==> config.mk <==
export PLATFORM = sky130hd
export DESIGN_NAME = diff_addr_seq
export DESIGN_NICKNAME = d
export VERILOG_FILES = /design/src/rtl/diff_addr_seq.sv
export SDC_FILE = /design/constraint.sdc
export NUM_CORES = 1
export LEC_CHECK = 0
export CAP_MARGIN = 20
export CORE_MARGIN = 5
export CORE_UTILIZATION = 55
export DETAILED_ROUTE_END_ITERATION = 10
export GPL_ROUTABILITY_DRIVEN = 0
export MAX_ROUTING_LAYER = met4
export PLACE_DENSITY = 0.77
export RECOVER_POWER = 25
export SYNTH_ARGS = -nofsm -noshare
export SYNTH_HDL_FRONTEND = slang
export SYNTH_SLANG_ARGS = --single-unit
==> constraint.sdc <==
create_clock -name clk -period 2.9 [get_ports clk]
set_clock_uncertainty 0.2 [all_clocks]
set_input_delay 0.58 -clock clk [delete_from_list [all_inputs] [get_ports clk]]
set_output_delay 0.58 -clock clk [all_outputs]
set_load 0.02 [all_outputs]
==> src/rtl/diff_addr_seq.sv <==
// Address sequencer for finite-difference sweeps: walks a frame-major buffer in
// ascending order and emits each element's forward neighbour on the chosen axis.
module diff_addr_seq #(
  parameter int ADDR_W    = 8,
  parameter int ROW_WORDS = 4,
  parameter int ROWS      = 4,
  parameter int FRAMES_W  = 2
) (
  input  logic                clk,
  input  logic                rst,
  input  logic                start,
  input  logic [1:0]          mode,
  input  logic [FRAMES_W-1:0] f_num,
  input  logic                en,
  output logic                busy,
  output logic [ADDR_W-1:0]   addr,
  output logic [ADDR_W-1:0]   nbr_addr,
  output logic                addr_vld,
  output logic                seg_start,
  output logic                last,
  output logic                done
);

  localparam int CW = $clog2(ROW_WORDS);
  localparam int RW = $clog2(ROWS);

  if (ADDR_W < $clog2(((2 ** FRAMES_W) - 1) * ROWS * ROW_WORDS)) begin : g_addr_w_check
    $error("diff_addr_seq: ADDR_W too small for the largest frame count");
  end
  if (ROW_WORDS < 2 || ROWS < 2) begin : g_dim_check
    $error("diff_addr_seq: ROW_WORDS and ROWS must be at least 2");
  end

  localparam logic [CW-1:0]     COL_MAX  = CW'(ROW_WORDS - 1);
  localparam logic [RW-1:0]     ROW_MAX  = RW'(ROWS - 1);
  localparam logic [ADDR_W-1:0] ROW_SZ   = ADDR_W'(ROW_WORDS);
  localparam logic [ADDR_W-1:0] FRAME_SZ = ADDR_W'(ROWS * ROW_WORDS);
  localparam logic [ADDR_W-1:0] DX_WRAP  = ADDR_W'(ROW_WORDS - 1);
  localparam logic [ADDR_W-1:0] DY_WRAP  = ADDR_W'((ROWS - 1) * ROW_WORDS);

  typedef enum logic [1:0] {IDLE, RUN, DONE} state_t;

  state_t              state, state_n;
  logic [1:0]          mode_q;
  logic [FRAMES_W-1:0] f_max;
  logic [CW-1:0]       col;
  logic [RW-1:0]       row;
  logic [FRAMES_W-1:0] frm;
  logic [ADDR_W-1:0]   cur;
  logic [ADDR_W-1:0]   fbase;
  logic                fin;

  logic                beat;
  logic                at_end;
  logic [ADDR_W-1:0]   nbr_n;
  logic                seg_n;

  // The scan stays in RUN for the cycle that presents the final beat (fin set),
  // so busy drops exactly when done rises.
  always_comb begin
    state_n = state;
    unique case (state)
      IDLE:    if (start) state_n = RUN;
      RUN:     if (fin) state_n = DONE;
      DONE:    state_n = IDLE;
      default: state_n = IDLE;
    endcase
  end

  always_comb begin
    beat   = (state == RUN) && !fin && en;
    at_end = (col == COL_MAX) && (row == ROW_MAX) && (frm == f_max);
    nbr_n  = '0;
    seg_n  = 1'b0;
    case (mode_q)
      2'd1: begin
        nbr_n = (row == ROW_MAX) ? cur - DY_WRAP : cur + ROW_SZ;
        seg_n = (row == '0) && (col == '0);
      end
      2'd2: begin
        nbr_n = (frm == f_max) ? cur - fbase : cur + FRAME_SZ;
        seg_n = (cur == '0);
      end
      default: begin
        nbr_n = (col == COL_MAX) ? cur - DX_WRAP : cur + ADDR_W'(1);
        seg_n = (col == '0);
      end
    endcase
  end

  always_ff @(posedge clk) begin
    if (rst) begin
      state     <= IDLE;
      busy      <= 1'b0;
      done      <= 1'b0;
      addr      <= '0;
      nbr_addr  <= '0;
      addr_vld  <= 1'b0;
      seg_start <= 1'b0;
      last      <= 1'b0;
      mode_q    <= '0;
      f_max     <= '0;
      col       <= '0;
      row       <= '0;
      frm       <= '0;
      cur       <= '0;
      fbase     <= '0;
      fin       <= 1'b0;
    end else begin
      state     <= state_n;
      busy      <= (state_n == RUN);
      done      <= (state_n == DONE);
      addr_vld  <= beat;
      seg_start <= beat && seg_n;
      last      <= beat && at_end;

      if (state == IDLE && start) begin
        mode_q <= mode;
        f_max  <= (f_num == '0) ? '0 : f_num - FRAMES_W'(1);
        col    <= '0;
        row    <= '0;
        frm    <= '0;
        cur    <= '0;
        fbase  <= '0;
        fin    <= 1'b0;
      end

      if (beat) begin
        addr     <= cur;
        nbr_addr <= nbr_n;
        cur      <= cur + ADDR_W'(1);
        if (at_end) fin <= 1'b1;
        if (col == COL_MAX) begin
          col <= '0;
          if (row == ROW_MAX) begin
            row   <= '0;
            frm   <= frm + FRAMES_W'(1);
            fbase <= fbase + FRAME_SZ;
          end else begin
            row <= row + RW'(1);
          end
        end else begin
          col <= col + CW'(1);
        end
      end
    end
  end

endmodule

After elaboration in Yosys (flattened, before gate mapping):

Cells that the tools add are included.

* add/sub/neg operators: 11
* equality and inequality tests: 8
* multiplexer cells: 29
* reductions and logical operators: 15

Operator list (number)
* $mux W8: 9
* $mux W2: 14
* $add A8 B5 Y8 const B: 2
* $pmux W8 S2: 1
* $add A8 B1 Y8 const B: 1
* $add A8 B3 Y8 const B: 1
* $eq A2 B2 Y1 const B: 4
* $logic_and A1 B1 Y1: 8
* $logic_not A2 Y1: 4
* $logic_not A8 Y1: 1
* $sub A8 B2 Y8 const B: 1
* $sub A8 B4 Y8 const B: 1
* $sub A8 B8 Y8: 1
* $add A2 B1 Y2 const B: 3
* $eq A2 B1 Y1 const B: 3
* $pmux W2 S2: 1
* $mux W1: 3
* $eq A2 B2 Y1: 1
* $pmux W1 S2: 1
* $reduce_bool A2 Y1: 1
* $sub A2 B1 Y2 const B: 1
* $logic_not A1 Y1: 1

* register bits: 50
* logic and storage cells: 79

Logic depth before layout (Yosys ltp):

* word-level depth: 6
* depth in mapped cells: 12

Worst setup path after synthesis:

OpenSTA, ideal clock, no wires.

* path type: register -> register
* start: reg cur[0]
* end: reg nbr_addr[4]
* library setup time: 70 ps
* arrival: 2107 ps
* setup slack: 522 ps
* stages on the path, launching flop included: 13
* period minus slack after synthesis: 2378 ps
* path through: dfxtp_1 > buf_2 > inv_1 > ha_1 > inv_1 > fa_1 > a21o_1 > a21oi_1 > xnor2_1 > nand2_1 > o311a_1 > a211o_1 > a21oi_1

* cells in the longest elaborated chain, start to end: 3
* elaborated cells between the ends (all ways): 10

Ends and longest elaborated chain
* from (decl): line 49 `logic [ADDR_W-1:0] cur;`
* from (signal assigned): line 131 `cur <= cur + ADDR_W'(1);`
* $add A8 B1 Y8 (tied with other cells): line 85 `nbr_n = (col == COL_MAX) ? cur - DX_WRAP : cur + ADDR_W'(1);`
* $mux W8 (on tied branches): line 85, 77, 81
* $pmux W8 S2 *: line 75 `case (mode_q)`
* to (signal assigned): line 130 `nbr_addr <= nbr_n;`
* to (decl): line 17 `output logic [ADDR_W-1:0] nbr_addr,`

Mark *: on every way between the ends. The rest lies on a longest branch, timed or not.
A chain may end at the register's enable or synchronous reset.

Final worst setup path:

Same ends and word-level chain as after synthesis.

==> results.txt <==
----------------------------------------------------
[Run status]
  Run status ... completed

[Logic synthesis]
  Most used flip-flop cell after synthesis ... dfxtp_1
  Post-synth top area share ... 33.8%
  Unique masters post-synth ... 56
  Synthesized area per cell ... ~8 um2
  Async S/R FF share, synth ... 0%
  Dominant cells by area after synthesis ... dfxtp_1 34%, ha_1 9.3%, a21oi_1 6.8%
  Post-Synthesis Net Count ... 411
  Post-synthesis sequential element count ... 50
  Synth area leader ... dfxtp_1
  Post-Synthesis Cell Area ... 0.00297 mm2
  Post-Syn Instances ... 380
  Warning count from the yosys run ... 0
  Sequential fraction of the synthesis area ... 33.8%
  Number of enable-type register cells in the synthesized netlist ... 0

[Floorplanning]
  Chip Height ... 83.4 um
  Die footprint ... 0.00696 mm2
  IO Count ... 29
  Placeable core area ... approximately 0.0052 mm2
  Std cell rows ... 26
  Initial standard-cell utilization of the core ... 57.3%
  Die X ... about 83 um

[Job]
  Maxcap violations ... 0

[Clock network]
  CTS tree ... yes
  Post-cts gate resize count ... 0
  Worst-skew pair later-pin latency ... roughly 310 ps
  Number of buffers created by CTS ... 5
  Cell at the root of the clock tree ... clkbuf_8
  Post-CTS Setup Repair Bufs ... 0
  Maximum buffer depth of the clock tree ... 2
  CTS hold repair buffers ... 0
  Number of H-tree levels ... 2
  Clk slew on worst S/H paths ... about 90 ps
  Number of sinks driven by the clock tree ... 50

[Timing]
  Final critical-path share of the clock period ... 84.3%
  Hold WS ... 254 ps
  Achievable Freq ... 409 MHz
  Final setup violation count ... 0
  Final TNS setup ... 0 ps
  Worst-margin pin slew ... between 1000 and 1500 ps
  Final Hold Viols ... 0
  Setup WS post-layout ... 455 ps
  Clock period minus final worst setup slack ... 2440 ps
  Remaining max-slew budget at the tightest pin ... 32.1%
  Unrepaired setup endpoints after global routing ... false
  Final Max Slew Viols ... 0

[Routing]
  Via-to-Cell Ratio ... 5.67
  Detailed Routing Iterations Pass 1 ... 4
  Total routed wirelength ... approximately 6900 um
  Per-cell routed wire length ... approximately 15 um
  Number of nets with antenna violations after detailed routing ... 0
  DRT iter0 DRCs ... between 150 and 200
  Via total after detailed routing ... 2660
  DRC ... 0

[GRT]
  Initial antenna violation count ... 0
  Overall track demand over capacity in global routing ... 21.0%
  Overflow left after global routing ... 0
  Number of global-route vias before repair ... 2466
  Maximum number of pins on one net before global-route repair ... 51
  Wire length of the first global-routing pass ... 11900 um

[Worst hold path]
  Class of the most critical hold timing path ... flop to flop

[Finish]
  Most common cell after layout, fill and taps aside ... dfxtp_1
  Post-route core utilization ... 65.5%
  Antenna cells ... 0
  Most used cells in the layout excluding fill and tap cells ... 50 x dfxtp_1, 45 x nand2_1, 40 x a21oi_1
  Combined flip-flop and latch cell area ... about 0.001 mm2
  Number of filler cells placed in the layout ... 442
  Multi-input combinational cell area ... 0.00177 mm2
  Share of layout cells above drive strength 1 ... a little under 6%
  Number of nets in the final layout ... 429
  Area growth from synthesis to final layout ... 14.2%

[Placed design]
  PortBufs ... 28
  Detailed placer's ending HPWL ... 5030 um
  Setup slack at placement ... 259 ps

[Critical path]
  Arrival time worst endpoint ... 2480 ps
  Worst reg-to-reg path cell count ... 11
  Origin of the worst setup path ... cur[0]$_SDFFE_PP0P_
  R2R Path End ... nbr_addr[4]$_SDFFE_PP0P_
  Worst Setup EP ... nbr_addr[4]$_SDFFE_PP0P_
  Data required, critical path ... 2930 ps
  Start of the worst register-to-register path ... cur[0]$_SDFFE_PP0P_
  Classification of the worst setup path ... flop to flop
  Largest fanout on the critical path ... 2
  Register-to-register path setup slack ... roughly 460 ps
  Critical Path Sink Type ... flop
  Startpoint Class ... flop

[Power and ir drop]
  Worst vdd ir ... 236 uV
  Pwr Density ... 376 mW/mm2
  Leakage Power ... 1.24 nW

----------------------------------------------------
## synthesized netlist by cell type, drive strengths merged (2+ instances only)
| master | instances |
|---|---|
| a211oi | 9 |
| a211o | 2 |
| o21ai | 16 |
| clkbuf | 20 |
| a22oi | 3 |
| nor2 | 33 |
| dfxtp | 50 |
| o32ai | 2 |
| a2111oi | 2 |
| nor2b | 2 |
| nor3b | 3 |
| nand2b | 6 |
| xor2 | 7 |
| nor3 | 17 |
| a31oi | 3 |
| o21a | 4 |
| ha | 22 |
| nand2 | 45 |
| xnor2 | 15 |
| a221oi | 3 |
| nand3 | 15 |
| and2 | 2 |
| a311oi | 2 |
| buf | 8 |
| a21o | 2 |
| inv | 22 |
| o22ai | 2 |
| nand3b | 2 |
| or2 | 2 |
| a21oi | 40 |
| or4 | 2 |
## per-stage QoR
step                      total power [mW]  instance area (um2)  std cells
after floorplan                      0.824                 2970        380
after global placement               0.880                 3300        461
after detailed placement             0.882                 3300        461
after CTS                             1.29                 3390        469
after global routing                  1.34                 3390        469
final                                 1.27                 3390        469
## flip-flops by register name, summed over array words and instances, names as in the netlist, 2 cells and up
name,flops
col,2
frm,2
fbase,8
row,2
f_max,2
nbr_addr,8
state,2
addr,8
cur,8
mode_q,2
## routing by layer
metal	up-vias	share of wire [%]	global-route usage, %
met1	1219	45	27.7
li1	1354	-	-
met4	0	2.0	6.58
met5	-	0	-
met2	74	47	33.4
met3	13	5.2	2.87
## where the power goes
part / internal, mW / switching, mW
Combinational: 0.0599 / 0.0988
Clock: 0.171 / 0.236
Sequential: 0.700 / 0.00829
Total: 0.930 / 0.343
## cells by family (layout without fill, tap and decap cells)
family,Yosys count,in the layout,share of synthesized area [%]
AO/OA/AOI/OAI,100,100,21.3
XOR/XNOR,22,22,6.50
adder cells (fa/ha/maj),23,23,9.96
buffers and inverters,50,69,6.58
flip-flops,50,50,33.8
AND/OR/NAND/NOR,135,135,21.9
## layout make-up
type | instances | share of cell area [%]
Clock buffer | 6 | 2.14
Clock inverter | 2 | 0.406
Inverter | 22 | 2.44
Multi-Input combinational cell | 280 | 52.2
Sequential cell | 50 | 29.6
Tap cell | 70 | 2.59
Timing Repair Buffer | 39 | 10.6
## worst min path at each step
stage / from / to / slack (ps) / cells after the start
2_1_floorplan: fbase[2]$_SDFFE_PP0P_ / fbase[2]$_SDFFE_PP0P_ / 230 / 2
3_3_place_gp: fbase[2]$_SDFFE_PP0P_ / fbase[2]$_SDFFE_PP0P_ / 240 / 2
3_5_place_dp: fbase[2]$_SDFFE_PP0P_ / fbase[2]$_SDFFE_PP0P_ / 250 / 2
4_1_cts: fbase[2]$_SDFFE_PP0P_ / fbase[2]$_SDFFE_PP0P_ / 260 / 2
5_1_grt: fbase[2]$_SDFFE_PP0P_ / fbase[2]$_SDFFE_PP0P_ / 270 / 2
6_report: fbase[2]$_SDFFE_PP0P_ / fbase[2]$_SDFFE_PP0P_ / 250 / 2
## worst max-delay path, stage by stage, from the launching register on
cell     delay, ps
dfxtp_1        320
inv_1           70
ha_1           170
inv_1           50
fa_1           390
a21o_1         170
a21oi_1        230
xnor2_1        150
nand2_1         70
o311a_1        140
a211o_1        270
a21oi_1        130
Power figures use the tool's default switching activity.
